$ cat src/rtl/pump_channel_array.sv
// pump_channel_array: multi-channel pump driver fed by the Pico 4-bit REQ/ACK link.
// Three-nibble frames set a per-channel target duty. Each channel's live duty
// ramps toward its effective target, and a debounced dry sensor cuts the channel.
// Optional feature macro: PUMP_ARRAY_WATCHDOG_EN. When it is defined, a link
// watchdog ramps every channel down if no valid frame arrives within WDT_CYC clocks.
module pump_channel_array #(
  parameter int NUM_CH       = 2,
  parameter int DUTY_W       = 8,
  parameter int RAMP_DIV     = 50_000,
  parameter int DEBOUNCE_CYC = 1_000_000,
  parameter int WDT_CYC      = 50_000_000
) (
  input  logic              clk,
  input  logic              reset,
  input  logic [3:0]        data,
  input  logic              req,
  output logic              ack,
  input  logic [NUM_CH-1:0] sensor_dry,
  output logic [NUM_CH-1:0] pwm_out,
  output logic [NUM_CH-1:0] ch_running,
  output logic [NUM_CH-1:0] interlock,
  output logic              frame_err,
  output logic              wdt_trip
);

  localparam int PRE_W = $clog2(RAMP_DIV);
  localparam int DEB_W = $clog2(DEBOUNCE_CYC + 1);
  localparam logic [3:0] NUM_CH_L = 4'(NUM_CH);

  // Reject parameter sets the channel index and prescaler cannot represent.
  if (NUM_CH < 1 || NUM_CH > 8 || RAMP_DIV < 2 || DEBOUNCE_CYC < 1 || WDT_CYC < 1) begin : g_param_check
    $error("pump_channel_array: parameter out of range");
  end

  typedef enum logic {IDLE, ACK_HI} hs_state_t;
  typedef enum logic [1:0] {F_IDLE, F_HI, F_LO} f_state_t;

  logic              req_meta, req_sync;
  logic [NUM_CH-1:0] sens_meta, sens_sync;

  hs_state_t  hs_state, hs_next;
  logic       ack_next, nib_capture, nib_valid;
  logic [3:0] nib;

  f_state_t          f_state, f_next;
  logic [2:0]        ch_reg, ch_next;
  logic [3:0]        hi_reg, hi_next;
  logic              err_next, tgt_we;
  logic [DUTY_W-1:0] tgt_val;

  logic [DUTY_W-1:0] target  [NUM_CH];
  logic [DUTY_W-1:0] duty    [NUM_CH];
  logic [DUTY_W-1:0] eff_tgt [NUM_CH];
  logic [DEB_W-1:0]  deb_cnt [NUM_CH];
  logic [PRE_W-1:0]  pre_cnt;
  logic              tick;
  logic [DUTY_W-1:0] pwm_cnt;

  // Two-flop synchronisers for the asynchronous link request and the level sensors.
  // Sensors come out of reset reading dry, so a wet tank is accepted one full
  // debounce window after reset, the same as any other sensor change.
  always_ff @(posedge clk or posedge reset) begin
    if (reset) begin
      req_meta  <= 1'b0;
      req_sync  <= 1'b0;
      sens_meta <= '1;
      sens_sync <= '1;
    end else begin
      // NOTE: registers use <= so every flop samples pre-edge values; = here would chain the two sync stages into one.
      req_meta  <= req;
      req_sync  <= req_meta;
      sens_meta <= sensor_dry;
      sens_sync <= sens_meta;
    end
  end

  // Handshake next state: take one nibble per req pulse and hold ack until req drops.
  always_comb begin
    // NOTE: every output gets a default before the case, so no path leaves a value unassigned and no latch is inferred.
    hs_next     = hs_state;
    ack_next    = ack;
    nib_capture = 1'b0;
    case (hs_state)
      IDLE: begin
        if (req_sync) begin
          hs_next     = ACK_HI;
          ack_next    = 1'b1;
          nib_capture = 1'b1;
        end
      end
      ACK_HI: begin
        if (!req_sync) begin
          hs_next  = IDLE;
          ack_next = 1'b0;
        end
      end
      default: hs_next = IDLE;
    endcase
  end

  // Handshake state register, registered ack and the captured nibble.
  always_ff @(posedge clk or posedge reset) begin
    if (reset) begin
      hs_state  <= IDLE;
      ack       <= 1'b0;
      nib_valid <= 1'b0;
      nib       <= '0;
    end else begin
      hs_state  <= hs_next;
      ack       <= ack_next;
      nib_valid <= nib_capture;
      if (nib_capture) nib <= data;
    end
  end

  // Frame parser: a header nibble (bit3 set) always starts a new frame; data nibbles fill hi then lo.
  always_comb begin
    f_next   = f_state;
    ch_next  = ch_reg;
    hi_next  = hi_reg;
    err_next = 1'b0;
    tgt_we   = 1'b0;
    tgt_val  = DUTY_W'({hi_reg, nib});
    if (nib_valid) begin
      if (nib[3]) begin
        f_next  = F_HI;
        ch_next = nib[2:0];
      end else begin
        case (f_state)
          F_IDLE: err_next = 1'b1;
          F_HI: begin
            hi_next = nib;
            f_next  = F_LO;
          end
          F_LO: begin
            f_next = F_IDLE;
            if ({1'b0, ch_reg} < NUM_CH_L) tgt_we   = 1'b1;
            else                           err_next = 1'b1;
          end
          default: f_next = F_IDLE;
        endcase
      end
    end
  end

  // Frame state register, error pulse and per-channel target store.
  always_ff @(posedge clk or posedge reset) begin
    if (reset) begin
      f_state   <= F_IDLE;
      ch_reg    <= '0;
      hi_reg    <= '0;
      frame_err <= 1'b0;
      // NOTE: the target array is a handful of flops, so it is reset; a real RAM would not be.
      for (int i = 0; i < NUM_CH; i++) target[i] <= '0;
    end else begin
      f_state   <= f_next;
      ch_reg    <= ch_next;
      hi_reg    <= hi_next;
      frame_err <= err_next;
      for (int i = 0; i < NUM_CH; i++) begin
        if (tgt_we && ch_reg == 3'(i)) target[i] <= tgt_val;
      end
    end
  end

`ifdef PUMP_ARRAY_WATCHDOG_EN
  localparam int WDT_W = $clog2(WDT_CYC + 1);
  logic [WDT_W-1:0] wdt_cnt;

  // Link watchdog: restarts on every valid frame; latches the trip once the timeout is reached.
  always_ff @(posedge clk or posedge reset) begin
    if (reset) begin
      wdt_cnt  <= '0;
      wdt_trip <= 1'b0;
    end else if (tgt_we) begin
      wdt_cnt  <= '0;
      wdt_trip <= 1'b0;
    end else if (wdt_cnt == WDT_W'(WDT_CYC)) begin
      wdt_trip <= 1'b1;
    end else begin
      wdt_cnt <= wdt_cnt + 1'b1;
    end
  end
`else
  assign wdt_trip = 1'b0;
`endif

  // Effective target: a dry channel or a tripped watchdog steers the ramp to zero.
  always_comb begin
    for (int i = 0; i < NUM_CH; i++) begin
      eff_tgt[i] = (interlock[i] || wdt_trip) ? '0 : target[i];
    end
  end

  // Shared ramp prescaler; tick marks the terminal count.
  assign tick = (pre_cnt == PRE_W'(RAMP_DIV - 1));

  always_ff @(posedge clk or posedge reset) begin
    if (reset)     pre_cnt <= '0;
    else if (tick) pre_cnt <= '0;
    else           pre_cnt <= pre_cnt + 1'b1;
  end

  // Live duty: an interlocked channel is cut at once; otherwise step one count per tick toward the target.
  always_ff @(posedge clk or posedge reset) begin
    if (reset) begin
      for (int i = 0; i < NUM_CH; i++) duty[i] <= '0;
    end else begin
      for (int i = 0; i < NUM_CH; i++) begin
        if (interlock[i])                 duty[i] <= '0;
        else if (tick && duty[i] < eff_tgt[i]) duty[i] <= duty[i] + 1'b1;
        else if (tick && duty[i] > eff_tgt[i]) duty[i] <= duty[i] - 1'b1;
      end
    end
  end

  // Sensor debounce: flip interlock only after the synced input has disagreed for DEBOUNCE_CYC cycles.
  always_ff @(posedge clk or posedge reset) begin
    if (reset) begin
      interlock <= '1;
      for (int i = 0; i < NUM_CH; i++) deb_cnt[i] <= '0;
    end else begin
      for (int i = 0; i < NUM_CH; i++) begin
        if (sens_sync[i] == interlock[i]) begin
          deb_cnt[i] <= '0;
        end else if (deb_cnt[i] == DEB_W'(DEBOUNCE_CYC)) begin
          interlock[i] <= ~interlock[i];
          deb_cnt[i]   <= '0;
        end else begin
          deb_cnt[i] <= deb_cnt[i] + 1'b1;
        end
      end
    end
  end

  // Free-running PWM counter and registered comparators.
  always_ff @(posedge clk or posedge reset) begin
    if (reset) begin
      pwm_cnt <= '0;
      pwm_out <= '0;
    end else begin
      pwm_cnt <= pwm_cnt + 1'b1;
      for (int i = 0; i < NUM_CH; i++) pwm_out[i] <= (pwm_cnt < duty[i]);
    end
  end

  // Running flag per channel mirrors a non-zero live duty.
  always_comb begin
    ch_running = '0;
    for (int i = 0; i < NUM_CH; i++) ch_running[i] = (duty[i] != '0);
  end

endmodule

$ cat config.mk
export PLATFORM = sky130hd
export DESIGN_NAME = pump_channel_array
export DESIGN_NICKNAME = d
export VERILOG_FILES = /design/src/rtl/pump_channel_array.sv
export SDC_FILE = /design/constraint.sdc
export NUM_CORES = 1
export LEC_CHECK = 0
export CORE_UTILIZATION = 35
export CTS_BUF_LIST = sky130_fd_sc_hd__clkbuf_8
export CTS_CLUSTER_SIZE = 14
export DETAILED_ROUTE_END_ITERATION = 12
export PLACE_DENSITY_LB_ADDON = 0.3
export SYNTH_ARGS = -nofsm -noshare
export SYNTH_HDL_FRONTEND = slang
export SYNTH_SLANG_ARGS = --single-unit
$ cat constraint.sdc
create_clock -name clk -period 6.7 [get_ports clk]
set_input_delay 0.67 -clock clk [delete_from_list [all_inputs] [get_ports clk]]
set_output_delay 0.67 -clock clk [all_outputs]
set_load 0.03 [all_outputs]
==> out/summary.txt <==
Status: complete, no violations
Most instantiated library cell after synthesis: dfrtp_1
Synth area leader: dfrtp_1
Largest regs: deb_cnt: 40 flops, duty: 16 flops, pre_cnt: 16 flops
# DRC: 0
Setup ws final: 2.816 ns
Final Max Tran Viols: 0
Post-synth cell types: 54
Worst Clk Skew: 0.007379 ns
Clock-pin slew on the worst setup and hold paths: 0.07 ns
Max Freq: 257.5 MHz
Dominant cells by area after synthesis: dfrtp_1 (45%), ha_1 (9.3%), xor2_1 (5.9%), nor2_1 (4.4%), mux2_2 (4.3%)
Hpwl dp: 8849 um
Routed Antenna Nets: 0
Post-synth ARST share: 1.000
Startpoint type of the worst setup path: flop
Max-cap viol count: 0
Crit Path Class: flop to flop
Mapped Area: 0.006355 mm2
Worst endpoint required time: 7.06 ns
Row cnt: 48
Max clock buf depth: 2
GP Congestion: 0.8242
Vias per inst: 5.108
Port bufs: 16
Initial antenna violation count: 0
Max FO, Critical Path: 9
Core box area: 0.01754 mm2
Tcrit/Tclk final: 0.5797
Main synth FF type: dfrtp_1
CP dominant cell by count: a211oi_1
Clock buffer count from CTS: 17
Initial drt markers: 193
# H-tree levels: 4
Max FFs per register: 40
Top reg by flops: deb_cnt
Period minus WS final: 3.884 ns
Share of the yosys chip area belonging to registers: 0.4737
Clk_lat worst skew: 0.43 ns
Layout cell share with drive strength beyond 1: 0.1130
Die height: 136.7 um
Final net count: 700
Hold-fix buffers, CTS: 0
RSZ-0062 raised after global routing: no
Crit path buf inv count: 2
Largest net degree at the start of global routing: 70
Syn Area/Cell: 10.33 um2
Syn-to-layout area delta: 12.98%
P_leak: 3.249 nW
Crit path max-delay family: compound AO/OA/AOI/OAI gates
CP max stage delay: 0.60 ns
Vias in the first global route: 4684
VDD IR-drop max: 0.0001559 V
Number of diodes: 0
Hold Fails Final Rpt: 0
CP max-delay cell: dfstp_2
Die Footprint: 0.01870 mm2
GR Overflow Total: 0
Die Wd: 136.7 um
Clock net sink count: 120
Worst slew pin tran: 0.8716 ns
Final Setup Violations: 0
Yosys Warn Count: 0
Synth Register Bits: 120
Crit end category: flop
Initial Util: 0.3624
Place WS: 2.892 ns
Slew HR: 0.4136
Wire per inst: 14.04 um
All-Layer GR Usage: 0.1502
Synth top cells by count: dfrtp_1 (114), nor2_1 (74), ha_1 (47)
# resized after CTS: 0
Crit path DAT: 4.24 ns
Vias post-DR: 4495
Share of the synthesized area in the top cell type: 0.4489
P per Cell Area: 223.3 mW/mm2
Routed WL: 12350 um
EDFF count, synth: 0
Clk root buf: clkbuf_8
Global-route wire length before repair: 22110 um
Fin Setup TNS: 0 ns
Setup bufs post-CTS: 0
First-pass DRT Iterations: 4
CTS tree: done
# IOs: 18
Post-synthesis net count: 673
Cells after synthesis: 615
Crit-path cells: inv_2, nand2_1, ha_1, a211oi_1, o21ai_0, a211oi_1, inv_1, ha_1, a211oi_1, o21ai_0, a21o_1, or4b_1, a31oi_1
Hold Path Class: flop to flop
-- cell type report --
type                            instances  area [um2]
Timing Repair Buffer                   17       167.7
Clock buffer                           18       247.7
Multi-Input combinational cell        446        3147
Clock inverter                         14       172.7
Inverter                               40       152.6
Fill cell                            1716       10360
Sequential cell                       120        3010
Tap cell                              225       281.5
-- metrics by stage --
stage	util	cells	hold slack, ns	power, mW	area [um2]
5_1_grt	0.4094	880	0.3703	1.689	7179
3_3_place_gp	0.3854	848	0.3400	0.9281	6759
4_1_cts	0.4094	880	0.3584	1.627	7179
3_5_place_dp	0.3854	848	0.3411	0.9342	6759
6_report	0.4094	880	0.3530	1.603	7179
2_1_floorplan	-	615	0.3312	0.8952	6355
-- path summary, 6_finish.rpt --
path / startpoint / end / slack [ns] / cells after the start
worst max-delay path: interlock[0] / duty[15] / 2.82 / 13
worst min-delay path: req_meta / req_sync / 0.35 / 0
worst max register to register: interlock[0] / duty[15] / 2.82 / 13
worst min register to register: req_meta / req_sync / 0.35 / 0
max in group asynchronous: reset / duty[5] / 4.68 / 3
min in group asynchronous: reset / deb_cnt[4] / 0.68 / 2
-- per-layer routing --
metal | track usage | routed length (um)
met3 | 0.03370 | 345
met2 | 0.2473 | 5962
met1 | 0.1917 | 5854
met5 | 0 | 0
met4 | 0.05679 | 190
-- layout by cell type (no fill, tap or decap), types with 10 or more instances in the layout --
| cell type | instances |
|---|---|
| clkbuf_8 | 18 |
| a21oi_1 | 18 |
| nand4_1 | 17 |
| ha_1 | 47 |
| nand2b_1 | 12 |
| nor4_1 | 10 |
| nand3_1 | 30 |
| mux2_2 | 24 |
| inv_1 | 39 |
| xnor2_1 | 21 |
| o21ai_0 | 19 |
| nand2_1 | 38 |
| nor2_1 | 74 |
| nor3_1 | 10 |
| xor2_1 | 43 |
| clkdlybuf4s50_1 | 16 |
| dfrtp_1 | 114 |
-- kinds of logic after synthesis --
| group | after synthesis | synth area share |
|---|---|---|
| buffers and inverters | 49 | 0.03111 |
| and+or+nand+nor | 228 | 0.1837 |
| xor gates and xnor gates | 64 | 0.08821 |
| AOI/OAI and AO/OA | 78 | 0.07816 |
| DFF | 120 | 0.4737 |
| other | 1 | 0.0005901 |
| muxes | 26 | 0.04568 |
| adders and majority gates | 49 | 0.09884 |
-- where the power goes --
| group | switching, mW | internal [mW] |
|---|---|---|
| logic | 0.0658 | 0.0582 |
| registers | 0.0303 | 0.763 |
| clock network | 0.305 | 0.380 |
| total | 0.402 | 1.20 |
No activity file was read; power rests on OpenSTA's default activity.
